**src/rtl/spi_regfile_peripheral.sv**
```systemverilog
// SPI mode-0 slave register file: oversampled sclk/ncs/sdi, write commit on ncs rise,
// snapshotted readback on sdo, and frame-error pulses for malformed frames.
module spi_regfile_peripheral #(
    parameter int ADDR_W   = 7,
    parameter int DATA_W   = 8,
    parameter int NUM_REGS = 5,
    parameter logic [NUM_REGS*DATA_W-1:0] RESET_VAL = '0,
    parameter int SYNC_STG = 2
) (
    input  logic                         clk,
    input  logic                         rst_n,
    input  logic                         sclk,
    input  logic                         ncs,
    input  logic                         sdi,
    output logic                         sdo,
    output logic                         sdo_oe,
    output logic [NUM_REGS*DATA_W-1:0]   regs_o,
    output logic                         wr_strobe,
    output logic [ADDR_W-1:0]            wr_addr,
    output logic                         frame_err
);
    localparam int FLEN  = 1 + ADDR_W + DATA_W;
    localparam int CNT_W = $clog2(FLEN + 2);

    logic [SYNC_STG-1:0] sclk_sync;
    logic [SYNC_STG-1:0] ncs_sync;
    logic [SYNC_STG-1:0] sdi_sync;
    logic [CNT_W-1:0]    bit_cnt;
    logic [FLEN-1:0]     shift;
    logic [DATA_W-1:0]   rd_shift;
    logic                rd_act;
    logic [DATA_W-1:0]   regs [NUM_REGS];

    // Edges are judged between the two oldest synchroniser stages.
    logic sclk_rise, sclk_fall, ncs_rise, ncs_fall, ncs_low, sdi_s;
    assign sclk_rise = sclk_sync[SYNC_STG-2] & ~sclk_sync[SYNC_STG-1];
    assign sclk_fall = ~sclk_sync[SYNC_STG-2] & sclk_sync[SYNC_STG-1];
    assign ncs_rise  = ncs_sync[SYNC_STG-2] & ~ncs_sync[SYNC_STG-1];
    assign ncs_fall  = ~ncs_sync[SYNC_STG-2] & ncs_sync[SYNC_STG-1];
    assign ncs_low   = ~ncs_sync[SYNC_STG-1];
    assign sdi_s     = sdi_sync[SYNC_STG-1];

    logic              frm_rw;
    logic [ADDR_W-1:0] frm_addr;
    logic [DATA_W-1:0] frm_data;
    logic [ADDR_W-1:0] rd_addr;
    logic [DATA_W-1:0] rd_val;
    logic              wr_hit;
    assign frm_rw   = shift[FLEN-1];
    assign frm_addr = shift[FLEN-2 -: ADDR_W];
    assign frm_data = shift[DATA_W-1:0];
    assign rd_addr  = shift[ADDR_W-1:0];

    always_comb begin
        rd_val = '0;
        wr_hit = 1'b0;
        for (int i = 0; i < NUM_REGS; i++) begin
            if (ADDR_W'(i) == rd_addr) rd_val = regs[i];
            if (ADDR_W'(i) == frm_addr) wr_hit = 1'b1;
        end
    end

    generate
        for (genvar gi = 0; gi < NUM_REGS; gi++) begin : g_regs_out
            assign regs_o[gi*DATA_W +: DATA_W] = regs[gi];
        end
    endgenerate

    always_ff @(posedge clk or negedge rst_n) begin
        if (!rst_n) begin
            sclk_sync <= '0;
            ncs_sync  <= '1;
            sdi_sync  <= '0;
            bit_cnt   <= '0;
            shift     <= '0;
            rd_shift  <= '0;
            rd_act    <= 1'b0;
            sdo       <= 1'b0;
            sdo_oe    <= 1'b0;
            wr_strobe <= 1'b0;
            wr_addr   <= '0;
            frame_err <= 1'b0;
            for (int i = 0; i < NUM_REGS; i++) regs[i] <= RESET_VAL[i*DATA_W +: DATA_W];
        end else begin
            sclk_sync <= {sclk_sync[SYNC_STG-2:0], sclk};
            ncs_sync  <= {ncs_sync[SYNC_STG-2:0], ncs};
            sdi_sync  <= {sdi_sync[SYNC_STG-2:0], sdi};
            wr_strobe <= 1'b0;
            frame_err <= 1'b0;

            if (ncs_fall) begin
                bit_cnt <= '0;
                shift   <= '0;
                rd_act  <= 1'b0;
                sdo     <= 1'b0;
                sdo_oe  <= 1'b0;
            end else if (ncs_rise) begin
                rd_act <= 1'b0;
                sdo    <= 1'b0;
                sdo_oe <= 1'b0;
                if (bit_cnt == CNT_W'(FLEN)) begin
                    if (frm_rw && wr_hit) begin
                        for (int i = 0; i < NUM_REGS; i++)
                            if (ADDR_W'(i) == frm_addr) regs[i] <= frm_data;
                        wr_strobe <= 1'b1;
                        wr_addr   <= frm_addr;
                    end
                end else if (bit_cnt != '0) begin
                    frame_err <= 1'b1;
                end
            end else if (ncs_low) begin
                if (sclk_rise) begin
                    shift <= {shift[FLEN-2:0], sdi_s};
                    if (bit_cnt != CNT_W'(FLEN + 1)) bit_cnt <= bit_cnt + 1'b1;
                end else if (sclk_fall) begin
                    if (bit_cnt == CNT_W'(1 + ADDR_W) && !shift[ADDR_W] && !rd_act) begin
                        // Snapshot the register so a read returns one coherent value.
                        rd_act   <= 1'b1;
                        sdo_oe   <= 1'b1;
                        sdo      <= rd_val[DATA_W-1];
                        rd_shift <= rd_val << 1;
                    end else if (rd_act) begin
                        sdo      <= rd_shift[DATA_W-1];
                        rd_shift <= rd_shift << 1;
                    end
                end
            end else begin
                rd_act <= 1'b0;
                sdo    <= 1'b0;
                sdo_oe <= 1'b0;
            end
        end
    end
endmodule

```
**config.mk**
```make
export PLATFORM = sky130hd
export DESIGN_NAME = spi_regfile_peripheral
export DESIGN_NICKNAME = d
export VERILOG_FILES = /design/src/rtl/spi_regfile_peripheral.sv
export SDC_FILE = /design/constraint.sdc
export NUM_CORES = 1
export LEC_CHECK = 0
export ABC_AREA = 1
export ABC_CLOCK_PERIOD_IN_PS = 2500
export BUFFER_PORTS_ARGS = -buffer_cell sky130_fd_sc_hd__buf_2
export CORE_ASPECT_RATIO = 0.75
export CORE_MARGIN = 3
export CORE_UTILIZATION = 59
export CTS_BUF_LIST = sky130_fd_sc_hd__clkbuf_8
export DETAILED_ROUTE_END_ITERATION = 6
export PLACE_DENSITY = 0.8
export SLEW_MARGIN = 20
export SYNTH_ARGS = -nofsm -noshare
export SYNTH_HDL_FRONTEND = slang
export SYNTH_SLANG_ARGS = --single-unit
```
**constraint.sdc**
```tcl
create_clock -name clk -period 2.5 [get_ports clk]
set_clock_uncertainty 0.2 [all_clocks]
set_input_delay 0.5 -clock clk [delete_from_list [all_inputs] [get_ports clk]]
set_output_delay 0.5 -clock clk [all_outputs]
set_load 0.01 [all_outputs]
```
==> results by group <==
Placement
  • Placer Congestion: about 0.99
  • Inst Count DP: approximately 600
  • Dpl hpwl: ~7.5 mm
  • IO buf count: 55

Run
  • Max Cap Viol: 0

Synthesis
  • Seq cells post-synth: 85
  • Syn nets: slightly below 500
  • Async SR Flop Fraction: 100%
  • Synth Instances: about 470
  • Library cells used by synthesis: 30
  • Yosys warns: 0
  • Prevailing post-synth register cell: dfrtp_1
  • Synthesized area: around 4100 um^2
  • EDFF count, synth: 0
  • Syn_area_per_cell: approximately 8.6 um^2
  • Post-synthesis sequential area ratio: between 50% and 60%

Die
  • Die Y: between 70 and 80 um
  • Core area: 6470 um^2
  • Overall die area: slightly below 8000 um^2
  • Die X: 102 um
  • Rows: 25
  • Starting Density: around 63%
  • Ports: 56

CTS
  • Clock Path Buffers: 2
  • Clk root buf: clkbuf_8
  • Clock sinks: 85
  • TritonCTS clock tree: yes
  • Clk Latency, worst-skew pair: approximately 0.36 ns
  • Register clock-pin slew on the reported worst setup and hold paths: ~0.08 ns
  • H-tree levels: 3
  • CTS buffer count: 9

Power and ir drop
  • Internal: 0.00240 W
  • Pwr dens: between 700 and 800 nW/um^2
  • Reg power frac: a little under half
  • Net Sw Frac: 28.8%
  • Switch Pwr: 0.000968 W
  • Leakage power: roughly 2.6 nW
  • Share of power burned in the clock network: a little under two fifths
  • Logic pwr share: 16.1%
  • IR Drop Worst-Case VDD: 0.000561 V

Critical path
  • Worst Setup Path Type: flip-flop to flip-flop
  • Startpoint Class: flip-flop
  • CP Capture Type: flip-flop
  • Path depth of the worst reg2reg path: 10
  • Worst Path Arrival: 2.38 ns
  • CP max FO: 9
  • Data required, critical path: between 2 and 3 ns

Routing
  • Via/cell ratio: 5.85
  • DRC violations left: 0
  • Detailed Route Iter0 Violations: about 340
  • WL per Instance: 17.3 um
  • Via count: around 3600
  • Final WL: about 11 mm
  • TritonRoute pass-1 iters: 6
  • Detail Route Antenna Nets: 0

Timing
  • RSZ-0062 raised after global routing: false
  • Fin crit period: roughly 2.3 ns
  • Pins over their slew limit: 0
  • Setup-failing EPs final: 0
  • Slew headroom: 59.9%
  • Final period utilization: roughly 91%
  • Worst slew pin tran: approximately 0.60 ns
  • Final setup TNS: 0 ns
  • Number of hold-slack violations in the final timing report: 0
  • Fmax: between 0.4 and 0.5 GHz

Global route
  • Initial antenna violation count: 0
  • All-Layer GR Usage: just under 30%
  • Vias in the first global route: roughly 3500
  • Gr ovfl total: 0
  • Largest net degree at the start of global routing: 57
  • First-pass GRT wire length: 17.7 mm

Final layout
  • Nets: ~550
  • Fin cells: 620
  • Fraction of layout cells with a size suffix above 1: 20.2%
  • Ant. Diodes: 0
  • Area growth, synth to finish: 16.2%
  • Fill count: 479

Hold path
  • Worst Hold Path Cells: 1
  • Hold Path Class: input pin to flip-flop

Outcome
  • Status: finished clean
## cells in the mapped netlist, types with 2 or more instances
cell / instances / area, um^2
a21oi_1: 17 / 85.1
buf_2: 6 / 30.0
clkbuf_1: 8 / 30.0
dfrtp_1: 83 / 2080
dfstp_2: 2 / 52.6
ha_1: 8 / 100
inv_1: 49 / 184
nand2_1: 110 / 413
nand2_2: 2 / 12.5
nand3_1: 71 / 355
nand3_2: 2 / 20.0
nand4_1: 2 / 12.5
nand4_2: 3 / 37.5
nor2_1: 16 / 60.1
nor2_2: 3 / 18.8
nor3_1: 4 / 20.0
nor3_2: 2 / 20.0
o21ai_0: 57 / 285
o21ai_2: 8 / 70.1
o21bai_1: 6 / 45.0
o31ai_1: 2 / 15.0
or2_2: 3 / 18.8
xor2_1: 3 / 26.3
## cell families (layout without fill, tap and decap cells)
logic type,Yosys count,count (layout),synth area share [%]
AO/OA/AOI/OAI,91,91,12.7
flip-flops,85,85,52.4
adder cells (fa/ha/maj),8,8,2.46
buffers and inverters,65,130,6.37
XOR/XNOR,3,3,0.646
AND/OR/NAND/NOR,222,222,25.4
## stage by stage
step	power (W)	setup slack (ns)	cell area [um^2]	utilization, %	hold WS [ns]
floorplan	0.00195	0.466	4070	-	0.00441
detailed placement	0.00212	0.224	4450	68.7	0.151
global route	0.00351	0.0128	4720	72.9	0.0238
finish	0.00336	0.215	4720	72.9	0.0366
CTS	0.00335	0.198	4720	72.9	0.0333
global placement	0.00210	0.278	4450	68.7	0.136
## placed cells by master (no fill, tap or decap), types with 3 or more instances in the layout
| cell type | Yosys | layout |
|---|---|---|
| nand2_1 | 110 | 110 |
| dfrtp_1 | 83 | 83 |
| nand3_1 | 71 | 70 |
| o21ai_0 | 57 | 57 |
| buf_2 | 6 | 54 |
| inv_1 | 49 | 51 |
| a21oi_1 | 17 | 17 |
| nor2_1 | 16 | 16 |
| clkbuf_8 | 0 | 9 |
| o21ai_2 | 8 | 8 |
| ha_1 | 8 | 8 |
| buf_4 | 0 | 8 |
| o21bai_1 | 6 | 6 |
| bufinv_16 | 0 | 4 |
| nor2_2 | 3 | 3 |
| nor3_1 | 4 | 3 |
| nand4_2 | 3 | 3 |
| nor3_2 | 2 | 3 |
| or2_2 | 3 | 3 |
| xor2_1 | 3 | 3 |
| nand3_2 | 2 | 3 |
## critical path, stage by stage (launching register included)
cell	delay, ns
dfrtp_1	0.42
inv_1	0.11
ha_1	0.14
nand2_1	0.14
nor2_2	0.13
nand2_1	0.16
inv_2	0.16
nand3_2	0.20
nor2_2	0.39
nand2_1	0.10
nand2_1	0.08
## path summary, 6_finish.rpt
path / slack (ns) / end / from
setup / recovery: 0.22 / regs_o[14]$_DFFE_PN0P_ / bit_cnt[0]$_DFFE_PN0P_
hold / removal: 0.04 / ncs_sync[0]$_DFF_PN1_ / ncs
setup reg to reg: 0.22 / regs_o[14]$_DFFE_PN0P_ / bit_cnt[0]$_DFFE_PN0P_
hold reg to reg: 0.17 / sdi_sync[1]$_DFF_PN0_ / sdi_sync[0]$_DFF_PN0_
max in group asynchronous: 1.02 / ncs_sync[0]$_DFF_PN1_ / rst_n
min in group asynchronous: 0.40 / wr_addr[6]$_DFFE_PN0P_ / rst_n
## per-layer routing
metal / vias up / global-route usage [%] / wire, um
met5: - / 0 / 0
met4: 0 / 8.65 / 192
met3: 23 / 8.09 / 1050
met2: 213 / 44.9 / 4940
met1: 1706 / 40.2 / 4530
li1: 1685 / - / -
## sequential cells by signal (all words and copies together) (netlist names)
register / flops
sdi_sync: 2
regs_o: 40
rd_shift: 7
bit_cnt: 5
sclk_sync: 2
frame_err: 1
shift: 16
rd_act: 1
wr_addr: 7
wr_strobe: 1
ncs_sync: 2
sdo: 1
## power by group through the flow
stage / registers [W] / clock network, W / logic, W
6_report: 0.00158 / 0.00124 / 0.000542
5_1_grt: 0.00159 / 0.00131 / 0.000617
4_1_cts: 0.00158 / 0.00124 / 0.000532
3_5_place_dp: 0.00160 / 0 / 0.000523
3_3_place_gp: 0.00160 / 0 / 0.000499
2_1_floorplan: 0.00157 / 0 / 0.000382
## cell type report
| cell class | instances | area [um^2] | share of cell area [%] |
|---|---|---|---|
| clock buffer | 9 | 124 | 2.62 |
| clock inverter | 7 | 133 | 2.81 |
| inverter | 50 | 188 | 3.97 |
| multi-input combinational | 324 | 1690 | 35.7 |
| sequential | 85 | 2130 | 45.1 |
| tap | 81 | 101 | 2.15 |
| timing repair buffer | 64 | 360 | 7.63 |
## repair_timing
| action | in CTS | in global routing |
|---|---|---|
| setup buffers | 0 | 0 |
| hold buffers | 1 | 0 |
| endpoints found under the hold margin | 29 | 0 |
| endpoints found under the setup margin | 0 | 7 |
| resized for setup | 0 | 1 |
Note: power is estimated with default switching activity, not from simulation.
